===== src/rtl/conv_bcd_saida_pkg.sv =====
// Shared definitions for the OUT-path BCD output stage.
//   estado_t  : converter state encoding (IDLE/SHIFT/COMMIT)
//   CONV_BITS : bits shifted per conversion (2^14 > 9999)
//   MAX_DISP  : largest displayable magnitude before saturation
//   NIB_W     : BCD nibble width, NUM_DIG : digits on the display
package pkg_saida;
  localparam int CONV_BITS = 14;
  localparam int MAX_DISP  = 9999;
  localparam int NIB_W     = 4;
  localparam int NUM_DIG   = 4;

  typedef enum logic [1:0] {IDLE, SHIFT, COMMIT} estado_t;
endpackage


===== src/rtl/conv_bcd_saida_if.sv =====
// Bus between the control unit / register file and the BCD output stage.
//   master : drives out_en strobe and valor, reads digits and flags
//   slave  : the converter; reads out_en/valor, drives mil/cent/dez/uni,
//            neg, ovf, busy, valid
interface conv_bcd_saida_if #(parameter int WIDTH = 32);
  logic             out_en;
  logic [WIDTH-1:0] valor;
  logic [3:0]       mil;
  logic [3:0]       cent;
  logic [3:0]       dez;
  logic [3:0]       uni;
  logic             neg;
  logic             ovf;
  logic             busy;
  logic             valid;

  modport master (output out_en, valor,
                  input  mil, cent, dez, uni, neg, ovf, busy, valid);
  modport slave  (input  out_en, valor,
                  output mil, cent, dez, uni, neg, ovf, busy, valid);
endinterface


===== src/rtl/conv_bcd_saida_ajuste3.sv =====
// Double-dabble digit correction: a BCD nibble of 5 or more gets +3 so the
// following left shift carries correctly into the next digit.
//   din  : BCD nibble before the shift
//   dout : corrected nibble
module bcd_ajuste3
  import pkg_saida::*;
(
  input  logic [NIB_W-1:0] din,
  output logic [NIB_W-1:0] dout
);
  assign dout = (din >= NIB_W'(5)) ? din + NIB_W'(3) : din;
endmodule


===== src/rtl/conv_bcd_saida.sv =====
// OUT-path output stage: captures valor on out_en, converts |valor| to four
// BCD digits with a one-bit-per-clock double-dabble, and holds the digits
// and sign/overflow flags for the 7-segment decoders. A one-entry pending
// register absorbs strobes that arrive while a conversion is running.
//   clk, reset_n : CPU clock, async active-low reset
//   io (slave)   : out_en/valor in; mil/cent/dez/uni, neg, ovf, busy, valid out
module conv_bcd_saida
  import pkg_saida::*;
#(
  parameter int WIDTH     = 32,
  parameter int CONV_BITS = pkg_saida::CONV_BITS,
  parameter int MAX_DISP  = pkg_saida::MAX_DISP
) (
  input  logic              clk,
  input  logic              reset_n,
  conv_bcd_saida_if.slave   io
);
  localparam int CNT_W = $clog2(CONV_BITS + 1);
  localparam int ACC_W = NUM_DIG * NIB_W;

  estado_t              estado;
  logic [CNT_W-1:0]     cnt;
  logic [CONV_BITS-1:0] sr;
  logic [ACC_W-1:0]     acc;
  logic [ACC_W-1:0]     accAdj;
  logic                 signR;
  logic                 satR;
  logic [WIDTH-1:0]     pendVal;
  logic                 pendV;

  // Value about to be loaded into the converter: the pending entry wins in
  // COMMIT, otherwise the live bus value. Pending is only ever set while
  // busy, so IDLE always loads the live value.
  logic [WIDTH-1:0] srcVal;
  logic [WIDTH-1:0] magSrc;
  logic             satSrc;

  assign srcVal = (estado == COMMIT && pendV) ? pendVal : io.valor;
  // Unsigned negate: the most negative value maps to 2^(WIDTH-1).
  assign magSrc = srcVal[WIDTH-1] ? (~srcVal + WIDTH'(1)) : srcVal;
  assign satSrc = magSrc > WIDTH'(MAX_DISP);

  for (genvar g = 0; g < NUM_DIG; g++) begin : gDig
    bcd_ajuste3 uAj (
      .din  (acc[g*NIB_W +: NIB_W]),
      .dout (accAdj[g*NIB_W +: NIB_W])
    );
  end

  always_ff @(posedge clk or negedge reset_n) begin
    if (!reset_n) begin
      estado   <= IDLE;
      cnt      <= '0;
      sr       <= '0;
      acc      <= '0;
      signR    <= 1'b0;
      satR     <= 1'b0;
      pendVal  <= '0;
      pendV    <= 1'b0;
      io.mil   <= '0;
      io.cent  <= '0;
      io.dez   <= '0;
      io.uni   <= '0;
      io.neg   <= 1'b0;
      io.ovf   <= 1'b0;
      io.busy  <= 1'b0;
      io.valid <= 1'b0;
    end else begin
      io.valid <= 1'b0;
      case (estado)
        IDLE: begin
          if (io.out_en) begin
            sr      <= magSrc[CONV_BITS-1:0];
            acc     <= '0;
            signR   <= srcVal[WIDTH-1];
            satR    <= satSrc;
            cnt     <= '0;
            io.busy <= 1'b1;
            estado  <= SHIFT;
          end
        end

        SHIFT: begin
          // Correct every digit, then shift {acc,sr} left by one.
          acc <= {accAdj[ACC_W-2:0], sr[CONV_BITS-1]};
          sr  <= {sr[CONV_BITS-2:0], 1'b0};
          cnt <= cnt + CNT_W'(1);
          if (cnt == CNT_W'(CONV_BITS - 1)) estado <= COMMIT;
          // Last strobe wins; the running conversion is never disturbed.
          if (io.out_en) begin
            pendVal <= io.valor;
            pendV   <= 1'b1;
          end
        end

        COMMIT: begin
          if (satR) begin
            io.mil  <= 4'd9;
            io.cent <= 4'd9;
            io.dez  <= 4'd9;
            io.uni  <= 4'd9;
          end else begin
            io.mil  <= acc[15:12];
            io.cent <= acc[11:8];
            io.dez  <= acc[7:4];
            io.uni  <= acc[3:0];
          end
          io.neg   <= signR;
          io.ovf   <= satR;
          io.valid <= 1'b1;

          if (pendV || io.out_en) begin
            // Restart immediately from pending (or a strobe landing right
            // now) so back-to-back OUTs see no idle gap.
            sr     <= magSrc[CONV_BITS-1:0];
            acc    <= '0;
            signR  <= srcVal[WIDTH-1];
            satR   <= satSrc;
            cnt    <= '0;
            estado <= SHIFT;
            if (pendV && io.out_en) begin
              pendVal <= io.valor;
              pendV   <= 1'b1;
            end else begin
              pendV   <= 1'b0;
            end
          end else begin
            io.busy <= 1'b0;
            estado  <= IDLE;
          end
        end

        default: estado <= IDLE;
      endcase
    end
  end
endmodule

===== src/flat_wrapper.sv =====
// flat-port wrapper written by rule: the top's interface ports become plain ports
module conv_bcd_saida_flat import pkg_saida::*;
#(
  parameter int WIDTH     = 32,
  parameter int CONV_BITS = pkg_saida::CONV_BITS,
  parameter int MAX_DISP  = pkg_saida::MAX_DISP
)
  (clk, reset_n, io_out_en, io_valor, io_mil, io_cent, io_dez, io_uni, io_neg, io_ovf, io_busy, io_valid);
  conv_bcd_saida_if #(.WIDTH(WIDTH)) io_i ();
  input  logic clk;
  input  logic reset_n;
  input wire logic [$bits(io_i.out_en)-1:0] io_out_en;
  input wire logic [$bits(io_i.valor)-1:0] io_valor;
  output wire logic [$bits(io_i.mil)-1:0] io_mil;
  output wire logic [$bits(io_i.cent)-1:0] io_cent;
  output wire logic [$bits(io_i.dez)-1:0] io_dez;
  output wire logic [$bits(io_i.uni)-1:0] io_uni;
  output wire logic [$bits(io_i.neg)-1:0] io_neg;
  output wire logic [$bits(io_i.ovf)-1:0] io_ovf;
  output wire logic [$bits(io_i.busy)-1:0] io_busy;
  output wire logic [$bits(io_i.valid)-1:0] io_valid;
  assign io_i.out_en = io_out_en;
  assign io_i.valor = io_valor;
  assign io_mil = io_i.mil;
  assign io_cent = io_i.cent;
  assign io_dez = io_i.dez;
  assign io_uni = io_i.uni;
  assign io_neg = io_i.neg;
  assign io_ovf = io_i.ovf;
  assign io_busy = io_i.busy;
  assign io_valid = io_i.valid;
  conv_bcd_saida #(.WIDTH(WIDTH), .CONV_BITS(CONV_BITS), .MAX_DISP(MAX_DISP)) u_core (.clk(clk), .reset_n(reset_n), .io(io_i));
endmodule

===== config.mk =====
export PLATFORM = sky130hd
export DESIGN_NAME = conv_bcd_saida_flat
export DESIGN_NICKNAME = d
export VERILOG_FILES = /design/src/rtl/conv_bcd_saida_pkg.sv /design/src/rtl/conv_bcd_saida_if.sv /design/src/rtl/conv_bcd_saida_ajuste3.sv /design/src/rtl/conv_bcd_saida.sv /design/src/flat_wrapper.sv
export SDC_FILE = /design/constraint.sdc
export NUM_CORES = 1
export LEC_CHECK = 0
export ABC_CLOCK_PERIOD_IN_PS = 3400
export BUFFER_PORTS_ARGS = -buffer_cell sky130_fd_sc_hd__clkbuf_2
export CAP_MARGIN = 5
export CORE_ASPECT_RATIO = 1.25
export CORE_UTILIZATION = 50
export CTS_CLUSTER_DIAMETER = 60
export DETAILED_ROUTE_END_ITERATION = 16
export GPL_ROUTABILITY_DRIVEN = 0
export GPL_TIMING_DRIVEN = 0
export PLACE_DENSITY = 0.79
export SLEW_MARGIN = 15
export SYNTH_ARGS = -nofsm -noshare
export SYNTH_HDL_FRONTEND = slang
export SYNTH_SLANG_ARGS = --single-unit

===== constraint.sdc =====
create_clock -name clk -period 3.4 [get_ports clk]
set_input_delay 0.51 -clock clk [delete_from_list [all_inputs] [get_ports clk]]
set_output_delay 0.51 -clock clk [all_outputs]
set_load 0.03 [all_outputs]

After elaboration in Yosys (flattened, before gate mapping)
Index checks and enable logic that the tools add are counted.

Logic and storage cells: 90. Input bits: 35. Output and inout port bits: 20. Flip-flop bits (word level): 91.

Equality and inequality tests: 9. Add/sub/neg operators: 6. Muxes and demuxes: 40. Bitwise gates (word level): 1. Reductions and logical operators: 13. Magnitude comparators: 5.

Operator list (count): $mux 32 (5); $pmux 32 s2 (1); $pmux 16 s3 (1); $pmux 14 s3 (1); $mux 4 (9); $add 32x1->32 const B (1); $gt 32x14->1 const B (1); $mux 16 (2); $not 32->32 (1); $mux 14 (2); $ge 4x3->1 const B (4); $add 4x2->4 const B (3); $pmux 4 s3 (1); $reduce_and 3->1 (4); $mux 1 (10); $ne 2x2->1 const B (5); $pmux 1 s2 (4); $pmux 2 s3 (1); $add 4x1->4 const B (1); $eq 4x4->1 const B (1); $mux 2 (2); $reduce_and 4->1 (1); $reduce_bool 2->1 (2); $add 3x2->3 const B (1); other kinds (9) (10).

Depth between registers and ports, before layout
Gate-level depths: netlist (run 1).

Depth after elaboration: 9. Gate-level depth with buffers: 15. Mapped depth without buffers: 11.

Modules after synthesis
Synthesis (run 1) repeated with hierarchy kept, for this count alone.

Cell total of the unflattened synthesis: 665. Area total of the unflattened synthesis: 5894.4 um2.

Modules (own cells, without submodules): conv_bcd_saida (seq. area each 2277.2 um2, area each 5489.0 um2, instances 1, cells each 601); bcd_ajuste3 (seq. area each 0.0 um2, area each 101.3 um2, instances 4, cells each 16).

Worst setup path after synthesis (run 1)
Ideal clock, no wire load.

Path kind: register to register. From: register u_core.estado[0]. To: register u_core.satR. Clock period less this slack: 3.731 ns. Setup time: 0.126 ns. Required time: 3.274 ns. Stages on the path, launching flop included: 15. Arrival: 3.605 ns. Slack: -0.331 ns. Buffers on the path: 3. Cells stage by stage: dfrtp_1 and3b_1 buf_4 clkbuf_1 clkbuf_1 mux2i_1 ha_1 inv_1 o31a_1 xnor2_1 mux2i_1 or4_4 a311oi_2 o22ai_1 o32a_1.

Cells in the longest elaborated chain, start to end: 9. Elaborated cells between the ends (all ways): 15. Classes of those cells: add/sub: 1; order compare: 1; eq/ne: 3; mux: 5; bitwise: 1; reduce/logical: 4.

RTL lines: from (decl) (RTL line conv_bcd_saida.sv:21) `estado_t estado;`; from (signal assigned) (RTL line conv_bcd_saida.sv:52) `estado <= IDLE;`; from (signal assigned) (RTL line conv_bcd_saida.sv:79) `estado <= SHIFT;`; from (signal assigned) (RTL line conv_bcd_saida.sv:88) `if (cnt == CNT_W'(CONV_BITS - 1)) estado <= COMMIT;`; $eq 2x2->1 (RTL line conv_bcd_saida.sv:38, conv_bcd_saida.sv:70); $logic_and 1x1->1 (RTL line conv_bcd_saida.sv:38) `assign srcVal = (estado == COMMIT && pendV) ? pendVal : io.valor;`; $mux 32 (RTL line conv_bcd_saida.sv:38); $not 32->32 (RTL line conv_bcd_saida.sv:40) `assign magSrc = srcVal[WIDTH-1] ? (~srcVal + WIDTH'(1)) : srcVal;`; $add 32x1->32 (RTL line conv_bcd_saida.sv:40); $mux 32 (RTL line conv_bcd_saida.sv:40); $gt 32x14->1 (RTL line conv_bcd_saida.sv:41) `assign satSrc = magSrc > WIDTH'(MAX_DISP);`; $mux 1, on equally long branches (RTL line conv_bcd_saida.sv:112, conv_bcd_saida.sv:72); $pmux 1 s2 (RTL line conv_bcd_saida.sv:70) `case (estado)`; to (signal assigned) (RTL line conv_bcd_saida.sv:76) `satR <= satSrc;`; to (signal assigned) (RTL line conv_bcd_saida.sv:118) `satR <= satSrc;`; to (decl) (RTL line conv_bcd_saida.sv:27) `logic satR;`.

Several ways; a longest one is shown, not always the timed one. The select of a mux whose other input is x is not followed. A chain may end at the register's enable or synchronous reset.

Worst setup path in the final report (run 1)
Ends and elaborated chain as after synthesis.

==> results of run 1 <==
-- kinds of logic (layout without fill, tap and decap cells) --
group / count (synthesis) / in the layout
muxes: 72 / 72
adders and majority gates: 11 / 11
AOI/OAI and AO/OA: 131 / 131
and+or+nand+nor: 216 / 216
buffers and inverters: 44 / 125
DFF: 91 / 91
xor gates and xnor gates: 29 / 29
-- worst max-delay path, delay by kind of cell (launching register included) --
family | cells | cell delay (ns)
xor gates and xnor gates | 1 | 0.20
buffers and inverters | 3 | 0.36
DFF | 1 | 0.44
and+or+nand+nor | 2 | 0.72
AOI/OAI and AO/OA | 4 | 1.04
muxes | 2 | 0.34
adders and majority gates | 1 | 0.19
-- sequential cells by signal, summed over array words and instances (netlist names) --
register	cells
u_core.io.uni	4
u_core.io.busy	1
u_core.sr	14
u_core.pendVal	32
u_core.io.cent	4
u_core.io.ovf	1
u_core.estado	2
u_core.cnt	4
u_core.io.dez	4
u_core.io.mil	4
u_core.signR	1
u_core.satR	1
u_core.pendV	1
u_core.acc	16
u_core.io.neg	1
u_core.io.valid	1
-- cell type report --
class	instances	share of cell area
Buffer	28	0.02397
Inverter	13	0.007862
Clock inverter	5	0.009588
Tap cell	132	0.02531
Sequential cell	91	0.3492
Timing Repair Buffer	68	0.06270
Multi-Input combinational cell	459	0.4857
Clock buffer	11	0.03567
-- power breakdown --
group          internal (mW)  switching (mW)
clock                  0.575           0.440
sequential              1.49           0.435
combinational          0.684           0.924
total                   2.75            1.80
-- worst max path at each step --
stage | to | slack, ns | cells after the start
after floorplan | u_core.satR$_DFFE_PN0P_ | 0.002 | 15
after global placement | u_core.satR$_DFFE_PN0P_ | -0.54 | 14
after detailed placement | u_core.satR$_DFFE_PN0P_ | -0.59 | 15
after CTS | u_core.satR$_DFFE_PN0P_ | 0.007 | 12
after global routing | u_core.satR$_DFFE_PN0P_ | -0.07 | 13
final | u_core.satR$_DFFE_PN0P_ | -0.001 | 13
-- metal layers --
layer / vias up / share of wire / track usage
met1: 2426 / 0.38 / 0.3141
met3: 70 / 0.063 / 0.05323
li1: 2340 / - / -
met5: - / 0 / 0
met4: 0 / 0.046 / 0.1829
met2: 256 / 0.51 / 0.4738
-- cells in the final DEF (no fill, tap or decap), types with 3 or more instances in the layout --
| cell type | count |
|---|---|
| a21oi_1 | 27 |
| a31oi_1 | 10 |
| a32o_1 | 5 |
| buf_4 | 13 |
| clkbuf_1 | 22 |
| clkbuf_16 | 9 |
| clkbuf_2 | 54 |
| dfrtp_1 | 90 |
| ha_1 | 10 |
| inv_1 | 12 |
| mux2_2 | 38 |
| mux2i_1 | 31 |
| nand2_1 | 60 |
| nand2b_1 | 10 |
| nand3_1 | 28 |
| nand3b_1 | 6 |
| nand4_1 | 8 |
| nor2_1 | 44 |
| nor3_1 | 16 |
| nor4_1 | 18 |
| o211ai_1 | 3 |
| o21ai_0 | 38 |
| o31ai_1 | 17 |
| or2_2 | 3 |
| or3_1 | 4 |
| xnor2_1 | 16 |
| xor2_1 | 13 |
-- timing repair --
item	CTS	global route
buffers inserted	10	3
endpoints found under the setup margin	1	1
gates cloned	1	0
pin swaps	7	7
resized for setup	13	5
-- through the flow --
| step | setup TNS, ns | hold slack (ns) | utilization | cells |
|---|---|---|---|---|
| final | -0.001250 | 0.1915 | 0.6087 | 807 |
| after CTS | 0 | 0.2535 | 0.6053 | 804 |
| after global routing | -0.06867 | 0.2862 | 0.6087 | 807 |
| after detailed placement | -0.5901 | 0.4670 | 0.5656 | 780 |
| after floorplan | 0 | 0.2144 | - | 594 |
| after global placement | -0.5433 | 0.4605 | 0.5648 | 780 |
==> results.cfg, run 1 <==
[outcome]
status = finished, violations left
violations = setup timing

[yosys]
ys_seq_area_frac = 0.4086
yosysMostFrequentCell = dfrtp_1
synth_xor_area_frac = 0.04558
synthMuxAreaShare = 0.1379
ys_async_sr_fraction = 1.000
yosysTopAreaCell = dfrtp_1
synth.distinct_cells = 62
synth_edf_count = 0
synth-simple-area-share = 0.1944
postSynthCellCount = 594
syn_nets = 640
synthTopCellsByCount = dfrtp_1, nand2_1, nor2_1
synth_area_per_cell_um2 = 9.382
synth_compound_area_frac = 0.1567
synth_top_family_by_area = simple AND/OR/NAND/NOR gates
synth_top_area_frac = 0.4086
yosysWarnings = 0
synth_area_um2 = 5573
post_synth_main_area_contributors = dfrtp_1, mux2_2, mux2i_1, nand2_1, o21ai_0
synth_fa_ha_area_frac = 0.02470
yosys_register_bits = 91
synthFlopType = dfrtp_1

[worst_setup_path]
crit_path_top_delay_cell = or4_4
r2r_slack_ns = -0.001
crit_arrival_ns = 3.63
worstSetupStartpoint = u_core.estado[0]$_DFFE_PN0P_
crit_type = reg2reg
worstPathCellList = nand3b_1 > buf_6 > buf_12 > mux2i_4 > ha_4 > inv_4 > o31a_1 > xnor2_1 > mux2i_1 > or4_4 > a311oi_2 > o22ai_1 > o32a_1
startpoint_type = flop
crit_required_ns = 3.62
timing.rr.start = u_core.estado[0]$_DFFE_PN0P_
endpoint_kind = flop
crit_fanout = 6
r2r_end = u_core.satR$_DFFE_PN0P_
critical_path.max_stage_delay_ns = 0.45
reg2reg_depth = 13

[sta]
finalHoldViolCount = 0
drv_slew = 0
finalSetupViolCount = 1
tightestPinTransition_ns = 0.7339
rsz0062_at_grt = yes
setup_slack_ns = -0.001250
skew_ns = 0.008508
relSlewSlack = 0.5107
finalCritPeriodShare = 1.000
max_freq_mhz = 294.0
min_period_ns = 3.401

[clock_tree]
cts_root_buf = clkbuf_16
hold_buffers = 0
cts_max_level = 3
clock_latency_ns = 0.35
cts_max_path_buffers = 2
path_clk_slew_ns = 0.06
cts_inserted_buffers = 9
cts.sinks = 91
cts_tree = yes

[detailed_routing]
route.detailed.drc = 0
viasPerCell = 6.310
drt-total-wl_mm = 15.09
firstDrtPassIters = 6
drtAntennaViolNets = 0
wl_per_cell_um = 18.70
dr.first_iter.drc_count = 368
vias = 5092

[die]
fp.coreArea_um2 = 10720
die_area_um2 = 11570
row_count = 42
fp.dieH_um = 120.0
die_w_um = 96.43
num_io_pins = 55
start_util = 0.5198

[pwr]
p_leak_nw = 2.899
finalPower_mw = 4.549
power_density_nw_per_um2 = 697.2
peakVddDrop_mv = 0.3429

[layout]
diodes = 0
nets = 716
final_area_um2 = 6525
multi_input_area_um2 = 3169
fill_cells = 916
area_delta_synth_final_pct = 17.09
drive_above_1_share = 0.2163
seq_area_um2 = 2278

[place]
dpl_cell_area_um2 = 6063
dp_slack_ns = -0.5901
portBuffers = 54
hpwlAfterDp_mm = 10.72

[global_routing]
track_usage = 0.2800
grt_pass1_wl_mm = 24.70
grt_pass1_vias = 5178
antenna_found_initial = 0
grt_overflow = 0
grt_start_max_net_pins = 92

[min_path]
hp-class = in2async

[job]
maxCapViolCount = 0
Note: power is estimated with default switching activity, not from simulation.
==> inputs of run 2 (changes only) <==
Settings changed: CORE_MARGIN set to 2, GPL_TIMING_DRIVEN 0 to not set.
==> run 2 against run 1 <==
Net effect:
- flip-flop and latch count unchanged
- count of clock-buffer cells in the layout unchanged
- clock skew shrank 0.0011 ns
- the flow now finishes without violations
- hold slack got worse by 0.022 ns
- setup slack improved by 0.083 ns
- largest power group unchanged
- critical path depth is 3 lower
- via count decreased by 5.6%
- sequential share of layout area grew 1.1 points
- cell area shrank 3.1%
- clock power up 4%
- final cell count fell by 3.1%
- sequential power is essentially flat
==> results.cfg, run 2 (synthesis gave the netlist of run 1 again) <==
[outcome]
status = complete, no violations

[sta]
min_period_ns = 3.318
drv_slew = 0
skew_ns = 0.007447
finalSetupViolCount = 0
max_freq_mhz = 301.4
holdWs_ns = 0.1698
fin_tns_setup_ns = 0
tightestPinTransition_ns = 0.9808
finalCritPeriodShare = 0.9758
relSlewSlack = 0.3446
finalHoldViolCount = 0

[worst_setup_path]
startpoint_type = flop
r2r_slack_ns = 0.08
crit_fanout = 7
timing.rr.start = u_core.estado[0]$_DFFE_PN0P_
reg2reg_depth = 10
endpoint_kind = flop
r2r_end = u_core.satR$_DFFE_PN0P_
crit_type = reg2reg
crit_required_ns = 3.63
crit_arrival_ns = 3.55

[detailed_routing]
drtAntennaViolNets = 0
firstDrtPassIters = 5
dr.first_iter.drc_count = 270
wl_per_cell_um = 16.59
viasPerCell = 6.145
vias = 4805
route.detailed.drc = 0
drt-total-wl_mm = 12.97

[global_routing]
grt_pass1_wl_mm = 22.11
grt_overflow = 0
antenna_found_initial = 0
grt_pass1_vias = 4731
track_usage = 0.2250
grt_start_max_net_pins = 51

[die]
num_io_pins = 55
fp.dieH_um = 122.0
start_util = 0.5078
row_count = 43
die_w_um = 98.43
die_area_um2 = 12010
fp.coreArea_um2 = 10980

[place]
place_inst = 764
portBuffers = 54
hpwlAfterDp_mm = 9.445

[clock_tree]
cts_max_path_buffers = 2
cts_max_level = 3
clock_latency_ns = 0.34
cts.sinks = 91
cts_inserted_buffers = 9
cts_root_buf = clkbuf_16
path_clk_slew_ns = 0.07
cts_tree = yes

[layout]
nets = 689
drive_above_1_share = 0.2071
instances_no_fill = 782
largest_register_ff_count = 32
regMostFlops = u_core.pendVal
area_delta_synth_final_pct = 13.40
final_common_cell = dfrtp_1
fin_util = 0.5758
biggestRegsByFlops = u_core.pendVal x32, u_core.acc x16, u_core.sr x14
diodes = 0
layout_common_cells = dfrtp_1, nand2_1, clkbuf_2, nor2_1

[pwr]
p_sw_mw = 1.686
peakVddDrop_mv = 0.2988
switching_share = 0.3762
power.internal_mw = 2.795
clkPwrFrac = 0.234
power_density_nw_per_um2 = 709.1
p_leak_nw = 2.840
p_seq_frac = 0.427
pwr-share-comb = 0.339

[job]
maxCapViolCount = 0

[min_path]
hp-class = in2async
[run 2: cell count changes in the layout (fill, tap and decap cells not counted), moves of 2 or more]
| cell | change |
|---|---|
| clkbuf_1 | -20 |
| buf_12 | -2 |
| buf_2 | -2 |
| buf_4 | +2 |
| mux2i_1 | +2 |
| mux2i_4 | -2 |
[run 2: power groups by stage]
stage	Clock [mW]	Combinational [mW]	Sequential (mW)
CTS	1.07	1.53	1.90
global placement	0	1.45	1.89
floorplan	0	1.09	1.91
finish	1.05	1.52	1.91
detailed placement	0	1.52	1.92
global route	1.12	1.72	1.97
[run 2: how the worst max path moves through the flow]
| stage | start | to | slack [ns] | depth (start not counted) |
|---|---|---|---|---|
| after floorplan | u_core.estado[1]$_DFFE_PN0P_ | u_core.satR$_DFFE_PN0P_ | 0.002 | 15 |
| after global placement | u_core.estado[0]$_DFFE_PN0P_ | u_core.satR$_DFFE_PN0P_ | 0.33 | 9 |
| after detailed placement | u_core.estado[1]$_DFFE_PN0P_ | u_core.satR$_DFFE_PN0P_ | 0.14 | 9 |
| after CTS | u_core.estado[0]$_DFFE_PN0P_ | u_core.satR$_DFFE_PN0P_ | 0.15 | 9 |
| after global routing | u_core.estado[0]$_DFFE_PN0P_ | u_core.satR$_DFFE_PN0P_ | -0.007 | 10 |
| final | u_core.estado[0]$_DFFE_PN0P_ | u_core.satR$_DFFE_PN0P_ | 0.08 | 10 |
[run 2: per-stage QoR]
stage                     instance area, µm²  worst slack [ns]  total power [mW]
final                                   6320           0.08216             4.482
after global routing                    6320         -0.007380             4.807
after CTS                               6290            0.1507             4.497
after detailed placement                5981            0.1435             3.436
after global placement                  5981            0.3267             3.336
after floorplan                         5619          0.002222             2.992
[run 2: area by class of cell]
type                       instances  area [µm²]
clock buffer                      11       232.7
clock inverter                     4       76.32
fill                             952        4656
inverter                          13       48.80
multi-input combinational        459        3127
sequential                        91        2277
tap                              135       168.9
timing repair buffer              69       389.1
[run 2: timing repair]
item	4_1_cts	5_1_grt
gates resized for setup	0	2
setup buffers	0	3
setup endpoints to repair	0	1
hold buffers	0	0
[run 2: worst max-delay path, cell delays in order, from the launching register on]
cell and delay, ns:
dfrtp_1 0.44, nand3b_1 0.29, buf_4 0.20, buf_4 0.12, mux2i_1 0.49, o21ai_0 0.27, a222oi_1 0.40, a21oi_1 0.12
nor4_1 0.35, nand4_1 0.17, o32a_1 0.35
[run 2: layer usage]
| layer | share of wire | track usage |
|---|---|---|
| met3 | 0.049 | 0.04188 |
| met4 | 0.031 | 0.1079 |
| met5 | 0 | 0 |
| met2 | 0.51 | 0.3950 |
| met1 | 0.41 | 0.2651 |
